$ cat config.mk
export PLATFORM = sky130hd
export DESIGN_NAME = stopwatch_timer
export DESIGN_NICKNAME = d
export VERILOG_FILES = /design/src/rtl/stopwatch_timer_pkg.sv /design/src/rtl/stopwatch_timer_tick_gen.sv /design/src/rtl/stopwatch_timer.sv
export SDC_FILE = /design/constraint.sdc
export NUM_CORES = 1
export LEC_CHECK = 0
export BUFFER_PORTS_ARGS = -buffer_cell sky130_fd_sc_hd__buf_2
export CORE_ASPECT_RATIO = 1.75
export CORE_MARGIN = 1
export CORE_UTILIZATION = 60
export DETAILED_ROUTE_END_ITERATION = 10
export PLACE_DENSITY = 0.81
export SYNTH_ARGS = -nofsm -noshare
export SYNTH_HDL_FRONTEND = slang
export SYNTH_SLANG_ARGS = --single-unit
export TNS_END_PERCENT = 1
$ cat constraint.sdc
create_clock -name clk_i -period 6 [get_ports clk_i]
set_input_delay 1.2 -clock clk_i [delete_from_list [all_inputs] [get_ports clk_i]]
set_output_delay 1.2 -clock clk_i [all_outputs]
set_load 0.02 [all_outputs]
$ cat src/rtl/stopwatch_timer_pkg.sv
// Shared definitions for the stopwatch/countdown timer family:
// one-hot state encodings, time-step constants and the prescaler divide helper.
package stopwatch_timer_pkg;

    typedef enum logic [4:0] {
        ST_IDLE  = 5'b00001,
        ST_PROG  = 5'b00010,
        ST_RUN   = 5'b00100,
        ST_PAUSE = 5'b01000,
        ST_DONE  = 5'b10000
    } state_e;

    localparam int unsigned MS_PER_SEC   = 1000;
    localparam int unsigned MS_PER_MIN   = 60 * MS_PER_SEC;
    localparam int unsigned DEF_SEC_STEP = MS_PER_SEC;
    localparam int unsigned DEF_MIN_STEP = MS_PER_MIN;

    function automatic int unsigned clk_div(input int unsigned clk_hz, input int unsigned tick_hz);
        return clk_hz / tick_hz;
    endfunction

endpackage

$ cat src/rtl/stopwatch_timer_tick_gen.sv
// Prescaler: one-cycle tick every CLK_HZ/TICK_HZ enabled cycles.
// Held at zero while disabled, so every enable starts a full fresh period.
module stopwatch_timer_tick_gen
    import stopwatch_timer_pkg::*;
#(
    parameter int unsigned CLK_HZ  = 100_000_000,
    parameter int unsigned TICK_HZ = 1000
) (
    input  logic clk_i,
    input  logic rst_i,
    input  logic en_i,
    output logic tick_o
);

    localparam int unsigned DIV = clk_div(CLK_HZ, TICK_HZ);
    localparam int          CW  = (DIV > 1) ? $clog2(DIV) : 1;
    localparam logic [CW-1:0] TERM = CW'(DIV - 1);
    localparam logic [CW-1:0] ONE  = CW'(1);

    logic [CW-1:0] cnt_q, cnt_d;

    always_comb begin
        tick_o = en_i && (cnt_q == TERM);
        cnt_d  = cnt_q;
        if (!en_i || tick_o) begin
            cnt_d = '0;
        end else begin
            cnt_d = cnt_q + ONE;
        end
    end

    always_ff @(posedge clk_i) begin
        if (rst_i) begin
            cnt_q <= '0;
        end else begin
            cnt_q <= cnt_d;
        end
    end

endmodule

$ cat src/rtl/stopwatch_timer.sv
// Millisecond up-counter / programmable countdown timer with its own prescaler,
// saturation at MAX_T, expiry flag and a preset fallback for an unprogrammed countdown.
module stopwatch_timer
    import stopwatch_timer_pkg::*;
#(
    parameter int unsigned CLK_HZ   = 100_000_000,
    parameter int unsigned TICK_HZ  = 1000,
    parameter int unsigned W        = 23,
    parameter int unsigned MAX_T    = 3_599_999,
    parameter int unsigned PRESET_T = 60_000,
    parameter int unsigned MIN_STEP = DEF_MIN_STEP,
    parameter int unsigned SEC_STEP = DEF_SEC_STEP
) (
    input  logic         clk_i,
    input  logic         rst_i,
    input  logic         s_i,
    input  logic         p_i,
    input  logic         u_i,
    input  logic         clr_i,
    input  logic         inc_i,
    input  logic         min_i,
    output logic [W-1:0] t_out_o,
    output logic [W-1:0] prog_t_o,
    output logic         running_o,
    output logic         zero_o,
    output logic         sat_o
);

    localparam logic [W-1:0] MAX_V    = W'(MAX_T);
    localparam logic [W-1:0] PRESET_V = W'(PRESET_T);
    localparam logic [W-1:0] ONE      = W'(1);
    localparam logic [W:0]   MIN_S    = (W+1)'(MIN_STEP);
    localparam logic [W:0]   SEC_S    = (W+1)'(SEC_STEP);
    localparam logic [W:0]   MAX_X    = (W+1)'(MAX_T);

    state_e       state_q, state_d;
    logic [W-1:0] t_q, t_d;
    logic [W-1:0] prog_q, prog_d;
    logic         running_q, running_d;
    logic         zero_q, zero_d;
    logic         sat_q, sat_d;
    logic         u_q;
    logic         tick;
    logic [W-1:0] ld;
    logic [W:0]   sum;

    stopwatch_timer_tick_gen #(
        .CLK_HZ  (CLK_HZ),
        .TICK_HZ (TICK_HZ)
    ) u_tick_gen (
        .clk_i  (clk_i),
        .rst_i  (rst_i),
        .en_i   (state_q == ST_RUN),
        .tick_o (tick)
    );

    always_comb begin
        state_d = state_q;
        t_d     = t_q;
        prog_d  = prog_q;
        zero_d  = zero_q;
        sat_d   = sat_q;
        ld      = u_i ? '0 : ((prog_q != '0) ? prog_q : PRESET_V);
        sum     = {1'b0, prog_q} + (min_i ? MIN_S : SEC_S);

        if (p_i) begin
            state_d = ST_PROG;
            zero_d  = 1'b0;
            sat_d   = 1'b0;
            if (state_q == ST_PROG && inc_i) begin
                prog_d = (sum > MAX_X) ? MAX_V : sum[W-1:0];
            end
            t_d = prog_d;
        end else if (state_q == ST_PROG || u_i != u_q || clr_i) begin
            // Leaving programming, flipping direction and clear all restart from the load value.
            state_d = ST_IDLE;
            t_d     = ld;
            zero_d  = 1'b0;
            sat_d   = 1'b0;
        end else begin
            unique case (state_q)
                ST_IDLE: begin
                    t_d = ld;
                    if (s_i) state_d = ST_RUN;
                end
                ST_RUN: begin
                    if (s_i) state_d = ST_PAUSE;
                    if (tick) begin
                        if (u_i) begin
                            if (t_q >= MAX_V) begin
                                t_d     = MAX_V;
                                sat_d   = 1'b1;
                                state_d = ST_DONE;
                            end else begin
                                t_d = t_q + ONE;
                            end
                        end else if (t_q <= ONE) begin
                            t_d     = '0;
                            zero_d  = 1'b1;
                            state_d = ST_DONE;
                        end else begin
                            t_d = t_q - ONE;
                        end
                    end
                end
                ST_PAUSE: begin
                    if (s_i) state_d = ST_RUN;
                end
                ST_DONE: begin
                    state_d = ST_DONE;
                end
                default: begin
                    state_d = ST_IDLE;
                    t_d     = ld;
                end
            endcase
        end
        running_d = (state_d == ST_RUN);
    end

    always_ff @(posedge clk_i) begin
        if (rst_i) begin
            state_q   <= ST_IDLE;
            t_q       <= '0;
            prog_q    <= '0;
            running_q <= 1'b0;
            zero_q    <= 1'b0;
            sat_q     <= 1'b0;
        end else begin
            state_q   <= state_d;
            t_q       <= t_d;
            prog_q    <= prog_d;
            running_q <= running_d;
            zero_q    <= zero_d;
            sat_q     <= sat_d;
        end
    end

    // Tracks u through reset so a switch already set at power-up is not seen as a change.
    always_ff @(posedge clk_i) begin
        u_q <= u_i;
    end

    assign t_out_o   = t_q;
    assign prog_t_o  = prog_q;
    assign running_o = running_q;
    assign zero_o    = zero_q;
    assign sat_o     = sat_q;

endmodule
Word level (Yosys, flattened, before mapping). Index checks and enable logic that the tools add are counted.

Word-level logic and storage cells: 61. Bits in latches: 0. Register bits after elaboration: 72. Memory bits (writable): 0. ROM bits: 0. Output and inout port bits: 49. Memories: 0. Input bits: 8.

Shifts and indexed selects: 0. $lt $le $gt $ge: 3. Equal/unequal tests: 10. Reductions and logical operators: 14. $mul: 0. Bitwise gates (word level): 1. Add/sub/neg operators: 4. Muxes and demuxes: 21. Divide/modulo/power cells: 0.

Operator list (number): two-way mux 23 bit (10); one-hot mux 23 bit (2 select lines) (1); two-way mux 5 bit (8); adder 23 x 16 -> 24 bit (1); > comparator 24 x 22 -> 1 bit, second input constant (1); adder 23 x 1 -> 23 bit, second input constant (1); greater-or-equal comparator 23 x 22 -> 1 bit, second input constant (1); <= comparator 23 x 1 -> 1 bit, second input constant (1); nonzero test 23 bit (1); subtractor 23 x 1 -> 23 bit, second input constant (1); adder 17 x 1 -> 17 bit, second input constant (1); equality test 17 bit, second input constant (1); two-way mux 16 bit (1); one-hot mux 5 bit (3 select lines) (1); equality test 5 x 3 -> 1 bit, second input constant (2); AND reduction 4 bit (2); OR reduction 2 bit (3); equality test 5 x 1 -> 1 bit, second input constant (1); equality test 5 x 2 -> 1 bit, second input constant (1); equality test 5 x 4 -> 1 bit, second input constant (1); equality test 5 bit, second input constant (1); inequality test 4 bit, second input constant (1); logical OR 1 bit (3); inequality test 3 x 1 -> 1 bit, second input constant (1); other kinds (6) (7).

Longest topological paths before layout.
Depth in word-level cells: 8. Depth in mapped cells: 13.

Modules after synthesis. Synthesis repeated with hierarchy kept, for this count alone.

Cells, all modules: 844. Area total of the unflattened synthesis: 6014.5 sq um.

By module, submodules not included: stopwatch_timer (instances 1, area an instance 5231.3 sq um, cells an instance 754); stopwatch_timer_tick_gen (instances 1, area an instance 783.3 sq um, cells an instance 90).

Worst setup path before layout. Ideal clock, no wire load.

Path type: input to register. From: input min_i. To: register t_q[11] (netlist: t_out_o[11]). Data required time: 5.867 ns. Path slack: 2.267 ns. Data arrival time: 3.600 ns. Stages: 13. Setup time: 0.133 ns. Cells stage by stage: inv_1 -> ha_1 -> ha_1 -> nor3_1 -> nor3_1 -> o31ai_1 -> xor2_1 -> a2111oi_2 -> o311a_1 -> buf_4 -> buf_6 -> o41ai_2 -> a31oi_1.

Word-level cells in the longest chain between the ends: 6.

Ends and longest elaborated chain: start: declaration (RTL line stopwatch_timer.sv:21) `input logic min_i,`; two-way mux 16 bit * (RTL line stopwatch_timer.sv:64) `sum = {1'b0, prog_q} + (min_i ? MIN_S : SEC_S);`; adder 23 x 16 -> 24 bit * (RTL line stopwatch_timer.sv:64); > comparator 24 x 22 -> 1 bit (RTL line stopwatch_timer.sv:71) `prog_d = (sum > MAX_X) ? MAX_V : sum[W-1:0];`; two-way mux 23 bit * (RTL line stopwatch_timer.sv:71); two-way mux 23 bit * (RTL line stopwatch_timer.sv:70) `if (state_q == ST_PROG && inc_i) begin`; two-way mux 23 bit * (RTL line stopwatch_timer.sv:66) `if (p_i) begin`; end signal: assignment (RTL line stopwatch_timer.sv:131) `t_q <= t_d;`; end: declaration (RTL line stopwatch_timer.sv:37) `logic [W-1:0] t_q, t_d;`.

Mark *: on every way between the ends. The rest lies on a longest branch, timed or not. A chain may end at the register's enable or synchronous reset.

Final worst setup path.
From: input min_i. To: register t_q[7] (netlist: t_out_o[7]).

The elaborated chain is that of the path after synthesis.

==> run summary <==
status: completed
layout net count: 800
WS Path Type: input pin to flip-flop
total gr overflow: 0
flop2flop setup slack: 2.47 ns
Worst-path clk slew: 0.06 ns
Clock Tree Root: clkbuf_16
synth cell count leaders: nor2_1, dfxtp_1, nand2_1
IO Pins: 57
share of cells above drive strength 1: 12.6%
Worst-Skew Late Latency: 0.34 ns
mapped cell area: 5630 sq um
worst endpoint required time: 6.22 ns
unrepaired setup endpoints after global routing: no
global-route total usage across every layer: 39.7%
Switch Pwr: 0.338 mW
ys flop type: dfxtp_1
internal power: 0.918 mW
Cell Rows: 46
post-synthesis compound-gate area fraction: 29.8%
DRC errors left: 0
Crit Path Max Fanout: 27
type of origin of the critical path: input pin
Logic pwr share: 13.6%
Die Wd: 75.2 um
clock share of power: 46.5%
RR Endpoint: t_out_o[5]
Iteration-0 DRC Markers: 975
synth warn: 0
Port Buffers: 56
Placeable Area: 9090 sq um
Final Hold Viols: 0
Setup violations, final: 0
most common cell in the netlist: nor2_1
antenna cells: 0
LEAKAGE: 2.34 nW
vias post-DR: 6332
number of synthesized flops with an enable pin: 0
synthesized-area fraction occupied by and/or/nand/nor cells: 28.1%
Least-Margin Pin Slew: 1.06 ns
Setup Fix Bufs, Post-CTS: 0
worst r2r path cells: 9
number of synthesized register bits: 72
CTS resizes: 0
Max-cap violations: 0
cts bufs inserted: 9
Worst VDD drop: 0.147 mV
largest family of logic cells by synthesized area: compound AO/OA/AOI/OAI gates
xor-xnor portion of the synthesized cell area: 7.16%
clk_skew: 0.00703 ns
Post-synth ARST share: 0%
clk sink count: 72
Yosys top cell area share: 25.6%
R2R Path Start: t_out_o[0]
DP HPWL: 13.9 mm
Distinct cells, synth: 82
Hold WC Path Type: flip-flop to flip-flop
Cells after Synth: 772
fillers: 822
initial core utilization: 61.9%
GPL Wtd Cong: 1.03
Flop pwr share: 39.9%
die area: 9790 sq um
first-pass GRT wire length: 29.2 mm
Worst Path Arrival: 4.39 ns
Post-Synth Adder-Cell Area: 2.67%
syn nets: 792
setup TNS: 0 ns
post-route minimum period: 4.17 ns
worst hold endpoint: sat_o
top post-synthesis cells by area: dfxtp_1, nor2_1, a21oi_1, o21ai_0, xor2_1
drt wl/cell: 21.1 um
post-synthesis mux area share: 0.556%
CP endpoint kind: flip-flop
drt pass-1 iters: 8
period utilization: 69.5%
pwr dens: 204 nW/um^2
sw frac: 26.9%
hold_buf cts: 0
Antenna Nets Post-Route: 0
largest net degree at the start of global routing: 34
hold wc startpoint: sat_o
Synth area leader: dfxtp_1
Mean Syn Cell Area: 7.29 sq um
vias in the first global route: 5859
FMAX: 240 MHz
Max-slew headroom: 29.1%
post-place setup slack: 1.52 ns
final slew viol count: 0
area added between synthesis and finish: 9.23%
hold depth: 2
Die Span Y: 130 um
sequential-to-total area share from yosys stat: 25.6%
post-DR vias/cell: 7.00
final WL: 19.1 mm
initial antenna violation count: 0
CTS Buffer Depth: 2
htree depth: 3
final setup margin: 1.83 ns
CTS tree: done
[worst max-delay path: stages]
cell and delay (ns):
buf_2 0.15, inv_1 0.09, ha_1 0.25, ha_1 0.24, nor3_1 0.30, nor3_1 0.12
o31ai_1 0.28, xor2_1 0.15, a2111oi_2 0.49, o311a_1 0.24, buf_4 0.31, nor4_1 0.11
o41a_1 0.44
[area by class of cell]
class / instances / area, sq um / area share [%]
clock buffers: 11 / 243 / 3.95
clock inverters: 5 / 80.1 / 1.30
inverters: 23 / 86.3 / 1.40
multi-input cells: 615 / 3840 / 62.5
flip-flops and latches: 72 / 1440 / 23.4
well taps: 120 / 150 / 2.44
repair buffers: 59 / 303 / 4.93
[metal layers]
layer,up-vias,track usage (%),wire length (um)
li1,2891,-,-
met1,2921,42.6,6770
met2,410,65.9,9370
met3,110,7.49,1460
met4,0,32.6,1450
met5,-,0,0
[metrics by stage]
stage / hold slack, ns / cells / util [%] / cell area [sq um] / power (mW)
after floorplan: 0.453 / 772 / - / 5630 / 0.631
after global placement: 0.451 / 889 / 64.0 / 5820 / 0.671
after detailed placement: 0.466 / 889 / 64.0 / 5820 / 0.674
after CTS: 0.478 / 905 / 67.6 / 6150 / 1.25
after global routing: 0.515 / 905 / 67.6 / 6150 / 1.29
final: 0.476 / 905 / 67.6 / 6150 / 1.26
[sequential cells by signal (all words and copies together) (netlist names)]
register          flops
sat_o                 1
zero_o                1
prog_t_o             23
running_o             1
state_q               5
t_out_o              23
u_tick_gen.cnt_q     17
u_q                   1
[cells by family (layout without fill, tap and decap cells)]
logic type      after synthesis  count (layout)
xor+xnor                     46              46
flops                        72              72
compound gates              241             241
buf+inv                      85              98
mux                           3               3
fa+ha+maj                    12              12
simple gates                313             313
[how the worst max path moves through the flow]
stage,cells after the start,to,slack (ns),from
after global placement,13,t_out_o[7],1.61,min_i
after global routing,13,t_out_o[7],1.60,min_i
after detailed placement,13,t_out_o[7],1.52,min_i
final,13,t_out_o[7],1.83,min_i
after floorplan,13,t_out_o[11],2.27,min_i
after CTS,13,t_out_o[7],1.88,min_i
[power groups by stage]
stage               logic [mW]  registers (mW)  clock network (mW)
detailed placement       0.163           0.511                   0
floorplan                0.125           0.507                   0
finish                   0.170           0.501               0.584
global placement         0.161           0.511                   0
CTS                      0.165           0.500               0.585
global route             0.183           0.502               0.603
[placed cells by master (no fill, tap or decap), types with 23 or more instances in the layout]
cell type and instances:
nor3_1 29, inv_1 23, nor2_1 91, o21ai_0 54
nand2_1 57, dfxtp_1 72, a21oi_1 54, buf_2 56
nand3_1 31, xor2_1 25
Note: power is estimated with default switching activity, not from simulation.
